**src/rtl/vec_wb_if.sv**
```systemverilog
// Writeback queue bus: MEM-stage input, register-bank write port,
// decode forwarding lookup and status.
interface vec_wb_if #(
    parameter int LANES    = 12,
    parameter int ELEM_W   = 16,
    parameter int SCALAR_W = 21,
    parameter int NREGS    = 16,
    parameter int QDEPTH   = 4
);
    localparam int VW = LANES * ELEM_W;
    localparam int AW = $clog2(NREGS);
    localparam int CW = $clog2(QDEPTH) + 1;

    logic                in_valid;
    logic                in_ready;
    logic [AW-1:0]       in_dest;
    logic                in_dest_type;
    logic [1:0]          in_wb;
    logic [VW-1:0]       in_mem_data;
    logic [VW-1:0]       in_alu_v;
    logic [SCALAR_W-1:0] in_alu_e;
    logic [LANES-1:0]    in_lane_mask;

    logic                rf_ready;
    logic                rf_we_v;
    logic                rf_we_e;
    logic [AW-1:0]       rf_waddr;
    logic [VW-1:0]       rf_wdata_v;
    logic [LANES-1:0]    rf_wmask;
    logic [SCALAR_W-1:0] rf_wdata_e;

    logic [AW-1:0]       fwd_addr;
    logic                fwd_type;
    logic                fwd_hit;
    logic [VW-1:0]       fwd_data_v;
    logic [LANES-1:0]    fwd_mask;

    logic [VW-1:0]       salida;
    logic [CW-1:0]       pending;

    modport master (
        output in_valid, in_dest, in_dest_type, in_wb,
        output in_mem_data, in_alu_v, in_alu_e, in_lane_mask,
        output rf_ready, fwd_addr, fwd_type,
        input  in_ready, rf_we_v, rf_we_e, rf_waddr,
        input  rf_wdata_v, rf_wmask, rf_wdata_e,
        input  fwd_hit, fwd_data_v, fwd_mask, salida, pending
    );

    modport slave (
        input  in_valid, in_dest, in_dest_type, in_wb,
        input  in_mem_data, in_alu_v, in_alu_e, in_lane_mask,
        input  rf_ready, fwd_addr, fwd_type,
        output in_ready, rf_we_v, rf_we_e, rf_waddr,
        output rf_wdata_v, rf_wmask, rf_wdata_e,
        output fwd_hit, fwd_data_v, fwd_mask, salida, pending
    );
endinterface

```
**src/rtl/vec_wb_queue.sv**
```systemverilog
// Vector writeback stage: result select, in-order queue draining into
// the register banks, and youngest-match forwarding to decode.
module vec_wb_queue #(
    parameter int LANES    = 12,
    parameter int ELEM_W   = 16,
    parameter int SCALAR_W = 21,
    parameter int NREGS    = 16,
    parameter int QDEPTH   = 4
) (
    input logic   clk,
    input logic   rst_n,
    vec_wb_if.slave io
);
    localparam int VW = LANES * ELEM_W;
    localparam int AW = $clog2(NREGS);
    localparam int PW = $clog2(QDEPTH);
    localparam int CW = PW + 1;

    typedef struct packed {
        logic             typ;
        logic [AW-1:0]    addr;
        logic [LANES-1:0] mask;
        logic [VW-1:0]    data;
    } ent_t;

    ent_t          mem_q [QDEPTH];
    ent_t          mem_d [QDEPTH];
    logic [PW-1:0] wr_ptr_q, wr_ptr_d;
    logic [PW-1:0] rd_ptr_q, rd_ptr_d;
    logic [CW-1:0] cnt_q, cnt_d;
    logic [VW-1:0] salida_q, salida_d;

    ent_t                new_ent;
    ent_t                head;
    logic [SCALAR_W-1:0] sel_e;
    logic                accept, push, pop;

    assign head = mem_q[rd_ptr_q];
    assign io.in_ready = cnt_q < CW'(QDEPTH);
    assign accept = io.in_valid && io.in_ready;
    assign push = accept && io.in_wb[0];
    assign pop = (cnt_q != '0) && io.rf_ready;

    always_comb begin
        sel_e = io.in_wb[1] ? io.in_mem_data[SCALAR_W-1:0] : io.in_alu_e;
        new_ent.typ = io.in_dest_type;
        new_ent.addr = io.in_dest;
        if (io.in_dest_type) begin
            new_ent.mask = io.in_lane_mask;
            new_ent.data = io.in_wb[1] ? io.in_mem_data : io.in_alu_v;
        end else begin
            new_ent.mask = '1;
            new_ent.data = {{(VW-SCALAR_W){1'b0}}, sel_e};
        end
    end

    always_comb begin
        mem_d = mem_q;
        wr_ptr_d = wr_ptr_q;
        rd_ptr_d = rd_ptr_q;
        cnt_d = cnt_q;
        salida_d = salida_q;
        if (accept) salida_d = new_ent.data;
        if (push) begin
            mem_d[wr_ptr_q] = new_ent;
            wr_ptr_d = wr_ptr_q + 1'b1;
        end
        if (pop) rd_ptr_d = rd_ptr_q + 1'b1;
        unique case ({push, pop})
            2'b10:   cnt_d = cnt_q + 1'b1;
            2'b01:   cnt_d = cnt_q - 1'b1;
            default: cnt_d = cnt_q;
        endcase
    end

    always_ff @(posedge clk or negedge rst_n) begin
        if (!rst_n) begin
            for (int i = 0; i < QDEPTH; i++) mem_q[i] <= '0;
            wr_ptr_q <= '0;
            rd_ptr_q <= '0;
            cnt_q <= '0;
            salida_q <= '0;
        end else begin
            mem_q <= mem_d;
            wr_ptr_q <= wr_ptr_d;
            rd_ptr_q <= rd_ptr_d;
            cnt_q <= cnt_d;
            salida_q <= salida_d;
        end
    end

    // Write port is zeroed whenever no write is issued.
    assign io.rf_we_v = pop && head.typ;
    assign io.rf_we_e = pop && !head.typ;
    assign io.rf_waddr = pop ? head.addr : '0;
    assign io.rf_wdata_v = io.rf_we_v ? head.data : '0;
    assign io.rf_wmask = io.rf_we_v ? head.mask : '0;
    assign io.rf_wdata_e = io.rf_we_e ? head.data[SCALAR_W-1:0] : '0;
    assign io.salida = salida_q;
    assign io.pending = cnt_q;

    // Walk oldest to youngest so the last match wins.
    always_comb begin
        io.fwd_hit = 1'b0;
        io.fwd_data_v = '0;
        io.fwd_mask = '0;
        for (int i = 0; i < QDEPTH; i++) begin
            if (CW'(i) < cnt_q &&
                mem_q[rd_ptr_q + PW'(i)].typ == io.fwd_type &&
                mem_q[rd_ptr_q + PW'(i)].addr == io.fwd_addr) begin
                io.fwd_hit = 1'b1;
                io.fwd_data_v = mem_q[rd_ptr_q + PW'(i)].data;
                io.fwd_mask = mem_q[rd_ptr_q + PW'(i)].mask;
            end
        end
    end
endmodule
```
**src/flat_wrapper.sv**
```systemverilog
// flat-port wrapper written by rule: the top's interface ports become plain ports
module vec_wb_queue_flat 
#(
    parameter int LANES    = 12,
    parameter int ELEM_W   = 16,
    parameter int SCALAR_W = 21,
    parameter int NREGS    = 16,
    parameter int QDEPTH   = 4
)
  (clk, rst_n, io_in_valid, io_in_dest, io_in_dest_type, io_in_wb, io_in_mem_data, io_in_alu_v, io_in_alu_e, io_in_lane_mask, io_rf_ready, io_fwd_addr, io_fwd_type, io_in_ready, io_rf_we_v, io_rf_we_e, io_rf_waddr, io_rf_wdata_v, io_rf_wmask, io_rf_wdata_e, io_fwd_hit, io_fwd_data_v, io_fwd_mask, io_salida, io_pending);
  vec_wb_if #(.LANES(LANES), .ELEM_W(ELEM_W), .SCALAR_W(SCALAR_W), .NREGS(NREGS), .QDEPTH(QDEPTH)) io_i ();
  input logic clk;
  input logic rst_n;
  input wire logic [$bits(io_i.in_valid)-1:0] io_in_valid;
  input wire logic [$bits(io_i.in_dest)-1:0] io_in_dest;
  input wire logic [$bits(io_i.in_dest_type)-1:0] io_in_dest_type;
  input wire logic [$bits(io_i.in_wb)-1:0] io_in_wb;
  input wire logic [$bits(io_i.in_mem_data)-1:0] io_in_mem_data;
  input wire logic [$bits(io_i.in_alu_v)-1:0] io_in_alu_v;
  input wire logic [$bits(io_i.in_alu_e)-1:0] io_in_alu_e;
  input wire logic [$bits(io_i.in_lane_mask)-1:0] io_in_lane_mask;
  input wire logic [$bits(io_i.rf_ready)-1:0] io_rf_ready;
  input wire logic [$bits(io_i.fwd_addr)-1:0] io_fwd_addr;
  input wire logic [$bits(io_i.fwd_type)-1:0] io_fwd_type;
  output wire logic [$bits(io_i.in_ready)-1:0] io_in_ready;
  output wire logic [$bits(io_i.rf_we_v)-1:0] io_rf_we_v;
  output wire logic [$bits(io_i.rf_we_e)-1:0] io_rf_we_e;
  output wire logic [$bits(io_i.rf_waddr)-1:0] io_rf_waddr;
  output wire logic [$bits(io_i.rf_wdata_v)-1:0] io_rf_wdata_v;
  output wire logic [$bits(io_i.rf_wmask)-1:0] io_rf_wmask;
  output wire logic [$bits(io_i.rf_wdata_e)-1:0] io_rf_wdata_e;
  output wire logic [$bits(io_i.fwd_hit)-1:0] io_fwd_hit;
  output wire logic [$bits(io_i.fwd_data_v)-1:0] io_fwd_data_v;
  output wire logic [$bits(io_i.fwd_mask)-1:0] io_fwd_mask;
  output wire logic [$bits(io_i.salida)-1:0] io_salida;
  output wire logic [$bits(io_i.pending)-1:0] io_pending;
  assign io_i.in_valid = io_in_valid;
  assign io_i.in_dest = io_in_dest;
  assign io_i.in_dest_type = io_in_dest_type;
  assign io_i.in_wb = io_in_wb;
  assign io_i.in_mem_data = io_in_mem_data;
  assign io_i.in_alu_v = io_in_alu_v;
  assign io_i.in_alu_e = io_in_alu_e;
  assign io_i.in_lane_mask = io_in_lane_mask;
  assign io_i.rf_ready = io_rf_ready;
  assign io_i.fwd_addr = io_fwd_addr;
  assign io_i.fwd_type = io_fwd_type;
  assign io_in_ready = io_i.in_ready;
  assign io_rf_we_v = io_i.rf_we_v;
  assign io_rf_we_e = io_i.rf_we_e;
  assign io_rf_waddr = io_i.rf_waddr;
  assign io_rf_wdata_v = io_i.rf_wdata_v;
  assign io_rf_wmask = io_i.rf_wmask;
  assign io_rf_wdata_e = io_i.rf_wdata_e;
  assign io_fwd_hit = io_i.fwd_hit;
  assign io_fwd_data_v = io_i.fwd_data_v;
  assign io_fwd_mask = io_i.fwd_mask;
  assign io_salida = io_i.salida;
  assign io_pending = io_i.pending;
  vec_wb_queue #(.LANES(LANES), .ELEM_W(ELEM_W), .SCALAR_W(SCALAR_W), .NREGS(NREGS), .QDEPTH(QDEPTH)) u_core (.clk(clk), .rst_n(rst_n), .io(io_i));
endmodule
```
**config.mk**
```make
export PLATFORM = sky130hd
export DESIGN_NAME = vec_wb_queue_flat
export DESIGN_NICKNAME = d
export VERILOG_FILES = /design/src/rtl/vec_wb_if.sv /design/src/rtl/vec_wb_queue.sv /design/src/flat_wrapper.sv
export SDC_FILE = /design/constraint.sdc
export NUM_CORES = 2
export LEC_CHECK = 0
export ABC_AREA = 1
export CAP_MARGIN = 15
export CORE_MARGIN = 4
export CORE_UTILIZATION = 30
export DETAILED_ROUTE_END_ITERATION = 6
export PLACE_DENSITY = 0.46
export SLEW_MARGIN = 0
export SYNTH_ARGS = -nofsm -noshare
export SYNTH_HDL_FRONTEND = slang
export SYNTH_SLANG_ARGS = --single-unit
```
**constraint.sdc**
```tcl
create_clock -name clk -period 2.9 [get_ports clk]
set_clock_uncertainty 0.15 [all_clocks]
set_input_delay 0.58 -clock clk [delete_from_list [all_inputs] [get_ports clk]]
set_output_delay 0.58 -clock clk [all_outputs]
set_load 0.05 [all_outputs]
```
# Word-level counts from Yosys, hierarchy flattened
# Cells that the tools add are included.
[op_classes]
mux = 35
n_eq_ne = 10
bitwise_logic = 5
add_sub_neg = 6
order_cmp = 11
n_reduce_logical = 17
[ops]
columns = ["op", "n"]
rows = [
  ["2-to-1 mux 209 bit", 9],
  ["binary-select mux 209 bit (select 2 bit)", 4],
  ["2-to-1 mux 192 bit", 6],
  ["bitwise mux 836 bit", 1],
  ["demux 209 bit (select 2 bit)", 1],
  ["2-to-1 mux 204 bit", 1],
  ["2-to-1 mux 12 bit", 5],
  ["2-to-1 mux 21 bit", 2],
  ["== test 4 bit", 4],
  [">= comparator 3 bit (second input constant)", 5],
  ["NOT 2 -> 3 bit", 5],
  ["logical AND 1 bit", 14],
  ["less-than comparator 1 x 3 -> 1 bit (first input constant)", 2],
  ["less-than comparator 2 x 3 -> 1 bit (first input constant)", 2],
  ["one-hot mux 3 bit (2 select lines)", 1],
  ["adder 2 x 1 -> 2 bit (second input constant)", 2],
  ["adder 2 bit (second input constant)", 2],
  ["== test 1 bit", 4],
  ["2-to-1 mux 1 bit", 4],
  ["2-to-1 mux 4 bit", 1],
  ["adder 3 x 1 -> 3 bit (second input constant)", 1],
  ["less-than comparator 3 x 1 -> 1 bit (second input constant)", 1],
  ["less-than comparator 3 bit (second input constant)", 1],
  ["nonzero test 3 bit", 1],
  ["5 further kinds", 5],
]
[totals]
in_bits = 433
register_bits = 1035
out_inout_bits = 632

# Depth between registers and ports, before layout
[depth]
ltp_word = 11
ltp_mapped = 18
depth_no_buf = 13

# Least setup slack after synthesis
# OpenSTA, ideal clock, no wires.
[synth_timing]
path_type = "register to output"
startpoint = "reg u_core.cnt_q[0] (netlist: u_core.io.pending[0])"
endpoint = "out io_rf_wdata_v[131]"
path_slack_ns = -1.276
path_buffers = 2
path_stages_with_launch = 10
arrival_ns = 3.446
path_cell_list = "dfrtp_1 inv_1 ha_1 nand2_1 nand2_1 nor2_1 clkinv_1 clkbuf_1 clkbuf_1 nor2_1"
[synth_via]
elab_chain_len = 4
[synth_rtl]
columns = ["item", "line_no", "text"]
rows = [
  ["start: declaration", "vec_wb_queue.sv:30", "logic [CW-1:0] cnt_q, cnt_d;"],
  ["start signal: assignment", "vec_wb_queue.sv:87", "cnt_q <= cnt_d;"],
  ["nonzero test 3 bit", "vec_wb_queue.sv:42", "assign pop = (cnt_q != '0) && io.rf_ready;"],
  ["logical AND 1 bit", "vec_wb_queue.sv:42", ""],
  ["logical AND 1 bit", "vec_wb_queue.sv:93", "assign io.rf_we_v = pop && head.typ;"],
  ["via io_rf_we_v", "flat_wrapper.sv:26", "output wire logic [$bits(io_i.rf_we_v)-1:0] io_rf_we_v;"],
  ["2-to-1 mux 192 bit", "vec_wb_queue.sv:96", "assign io.rf_wdata_v = io.rf_we_v ? head.data : '0;"],
  ["end: declaration", "flat_wrapper.sv:29", "output wire logic [$bits(io_i.rf_wdata_v)-1:0] io_rf_wdata_v;"],
]
# The timed path passes the listed nets, and every way through them passes these cells.

# Final worst setup path
[layout_timing]
startpoint = "reg u_core.rd_ptr_q[0]"
endpoint = "out io_fwd_data_v[139]"
[layout_via]
elab_chain_len = 11
[layout_rtl]
columns = ["item", "line_no", "text"]
rows = [
  ["start: declaration", "vec_wb_queue.sv:29", "logic [PW-1:0] rd_ptr_q, rd_ptr_d;"],
  ["start signal: assignment", "vec_wb_queue.sv:86", "rd_ptr_q <= rd_ptr_d;"],
  ["adder 2 x 1 -> 2 bit or NOT 2 -> 3 bit (tied branches)", "vec_wb_queue.sv:109, vec_wb_queue.sv:110, vec_wb_queue.sv:112", ""],
  ["NOT 2 -> 3 bit (not written as such) or binary-select mux 209 bit (select 2 bit) (tied branches)", "vec_wb_queue.sv:109, vec_wb_queue.sv:110, vec_wb_queue.sv:112", ""],
  ["binary-select mux 209 bit (select 2 bit) or 2-to-1 mux 209 bit (tied branches)", "vec_wb_queue.sv:109, vec_wb_queue.sv:110, vec_wb_queue.sv:112", ""],
  ["2-to-1 mux 209 bit (not written as such)", "vec_wb_queue.sv:109", "mem_q[rd_ptr_q + PW'(i)].typ == io.fwd_type &&"],
  ["2-to-1 mux 209 bit (not written as such) or == test 1 bit (tied branches)", "vec_wb_queue.sv:109", ""],
  ["== test 1 bit or logical AND 1 bit (tied branches)", "vec_wb_queue.sv:109, vec_wb_queue.sv:108", ""],
  ["logical AND 1 bit (on tied branches)", "vec_wb_queue.sv:108, vec_wb_queue.sv:109", ""],
  ["logical AND 1 bit or 2-to-1 mux 192 bit (tied branches)", "vec_wb_queue.sv:109, vec_wb_queue.sv:108", ""],
  ["2-to-1 mux 192 bit (2 in series)", "vec_wb_queue.sv:108", "if (CW'(i) < cnt_q &&"],
  ["2-to-1 mux 192 bit *", "vec_wb_queue.sv:108", ""],
  ["end: declaration", "flat_wrapper.sv:33", "output wire logic [$bits(io_i.fwd_data_v)-1:0] io_fwd_data_v;"],
]
# Every way passes the cells marked *; elsewhere a longest branch is shown, timed or not. The select of a mux whose other input is x is not followed.

==> flow_summary.ini <==
[global_routing]
groute.usage.overall_pct = 26.39
overflow = 0
grt_pass1_wl_mm = 478.7
grt_max_degree = 153
antenna_found_initial = 21
grt_pass1_vias = 72440

[drt]
antenna_left = 0
wl_per_cell_um = 21.69
wirelength_mm = 333.4
firstDrtPassIters = 7
viasPerCell = 5.061
num_vias = 77790
drc = 0
drtIter0Drc = 7177

[die]
start_util_pct = 30.24
num_io_pins = 1065
dieArea_um2 = 234900
rows = 174
die_y_um = 484.6
die_w_um = 484.6
core-area_um2 = 225300

[clock_tree]
cts_root_buf = clkbuf_16
clock_path_buffers = 3
cts_htree_levels = 4
clk_latency_ps = 770
cts_tree = built
clock-sinks = 1035
cts.reportedPaths.clkPinSlew_ps = 60
cts_made_buffers = 138

[power]
ir_worst_vdd_mv = 0.8446
power.total_mw = 144.0
p_per_area_nw_per_um2 = 1430
power.leakage_nw = 46.91

[worst_setup_path]
rr_startpoint = u_core.io.pending[2]$_DFFE_PN0P_
timing.rr.end = u_core.mem_q[502]$_DFFE_PN0P_
worstPathMaxFanout = 8
crit_path_end_kind = primary output
cp-start-kind = flop
slowest_delay_ps = 490
r2r_cells = 10
ff2ff_setup_slack_ps = 520
slowest_stage = dfrtp_4
path_common_cell = buf_12
worst-endpoint-required_ps = 2170
cp_cell_sequence = buf_12, buf_12, nand2_8, nand2_8, buf_6, o211ai_1, nand2_2, nand3_4, nor2_4, buf_8, buf_12, buf_12, buf_16, nor2_2, nand2_1, nand2_2, buf_12
critPathKind = reg2out
arrival_ps = 3470

[synth]
syn_area_per_cell_um2 = 6.146
netlist_area_um2 = 68150
synth_cell_types = 28
syn_nets = 11530
yosys_warnings = 0
ys_ff_latch = 1035
netlist_instances = 11090
ys_seq_area_share_pct = 38.00

[sta]
rsz0062_at_grt = true
layout_min_cycle_time_ps = 4197
worst_slew_pin_slew_ps = 1191
relSlewSlack_pct = 19.79
setup_violations = 437
hold_violations = 0
timing.fmax_mhz = 238.3
finalMaxSlewViolations = 0
fin_ws_ps = -1297
finalCritPeriodShare_pct = 144.7

[min_path]
min_path_cells = 5
hold_path_startpoint = io_in_dest_type
holdCritPathClass = in2reg
worstHoldEndpoint = u_core.io.salida[27]$_DFFE_PN0P_

[placed_design]
post-place-ws_ps = -714.1
dp.cells = 14950
globalplace.congestion = 0.8831
dp_hpwl_mm = 214.7
port_buffers = 1064

[layout]
fin_nets = 12710
fill_cells = 22880
area_growth_pct = 47.79
fin_util_pct = 44.70
layout-drive-gt1-share_pct = 17.71
instances_no_fill = 15370

[status]
status = finished, violations left
violations = setup timing

[flow_run]
drv_cap = 0
-- layout by cell type (no fill, tap or decap), types with 65 or more instances in the layout --
cell             count
nand2_1           4412
o21ai_0           1911
dfrtp_1           1030
nor2_1             929
clkdlybuf4s50_1    624
buf_4              586
buf_12             505
inv_1              415
o21ai_1            368
nand2_2            268
nand3_1            212
nand4_1            208
clkbuf_16          194
nor2_4             166
nor2_2             103
buf_16              65
-- kinds of logic after synthesis --
kind of cell / Yosys count / synth area share [%]
muxes: 21 / 0.3084
buffers and inverters: 1310 / 7.880
xor gates and xnor gates: 7 / 0.08996
and+or+nand+nor: 6411 / 36.68
adders and majority gates: 9 / 0.1652
DFF: 1035 / 38.00
AOI/OAI and AO/OA: 2296 / 16.87
-- layout make-up --
class                      count  area (um^2)  share of cell area, %
clock inverter                39        437.9                 0.4348
timing repair buffer        1911        24900                  24.72
multi-input combinational   8746        39790                  39.50
sequential                  1035        25910                  25.72
inverter                     431         1699                  1.687
tap                         2992         3744                  3.717
clock buffer                 208         4225                  4.195
antenna                        9        22.52                0.02236
-- metal layers --
layer | part of all wire, % | vias up | GRT usage [%] | wire length, um
li1 | - | 37720 | - | -
met1 | 44 | 36640 | 36.09 | 147600
met2 | 46 | 2927 | 42.55 | 151800
met3 | 7.1 | 490 | 4.907 | 23680
met4 | 3.1 | 4 | 7.370 | 10260
met5 | 0.0078 | - | 0 | 26
-- critical path: cells and delay by family (launching register included) --
kind,cells,cell delay [ps]
simple gates,8,770
compound gates,1,210
buf+inv,8,1190
flops,1,490
-- sequential cells by signal (all words and copies together), names as in the netlist --
signal / cells
u_core.mem_q: 836
u_core.rd_ptr_q: 2
u_core.io.pending: 3
u_core.wr_ptr_q: 2
u_core.io.salida: 192
-- per-stage QoR --
step                      hold WS (ps)  cell area, um^2  setup TNS [ps]
after CTS                        102.1            97650         -457490
final                            164.4           100700         -456300
after detailed placement         313.9            91030         -150810
after global routing             146.2           100700         -518930
after floorplan                  134.4            69950          -13990
after global placement           312.3            91020         -152900
-- repair_timing --
action,in CTS,in global routing
hold endpoints to repair,32,0
hold buffers,1,0
endpoints found under the setup margin,439,440
cloned,34,62
gates resized for setup,168,359
buffers inserted,32,36
pin swaps,15,137
-- worst max-delay path by stage --
stage	from	to	slack (ps)
after detailed placement	io_fwd_type	io_fwd_data_v[63]	-710
after CTS	u_core.rd_ptr_q[0]$_DFFE_PN0P_	io_fwd_data_v[107]	-1280
final	u_core.rd_ptr_q[0]$_DFFE_PN0P_	io_fwd_data_v[139]	-1300
after floorplan	u_core.io.pending[0]$_DFFE_PN0P_	io_rf_wdata_v[118]	-380
after global routing	u_core.rd_ptr_q[0]$_DFFE_PN0P_	io_fwd_mask[3]	-1410
after global placement	io_fwd_type	io_fwd_data_v[63]	-740
-- synth_stat cells (all sizes together) --
library cell  count  area share [%]
and3              1          0.0092
ha                9            0.17
dfrtp          1035              38
clkinv            5           0.028
a21boi            1           0.011
o211ai            2           0.022
nand2          4722              26
inv             426             2.3
nand3           267             2.0
xnor2             2           0.026
o21ai          2288              17
xor2              5           0.064
mux2i            21            0.31
nor2           1198             6.6
clkbuf          502             2.8
a21oi             5           0.037
nand4           208             1.9
buf             377             2.7
or2              15            0.14
-- report_power, final --
group,switching (mW),internal (mW),leakage (nW)
clock network,7.23,10.7,2.29
logic,64.2,37.6,31.4
registers,3.47,20.8,13.2
total,74.9,69.1,46.9
Note: power is estimated with default switching activity, not from simulation.
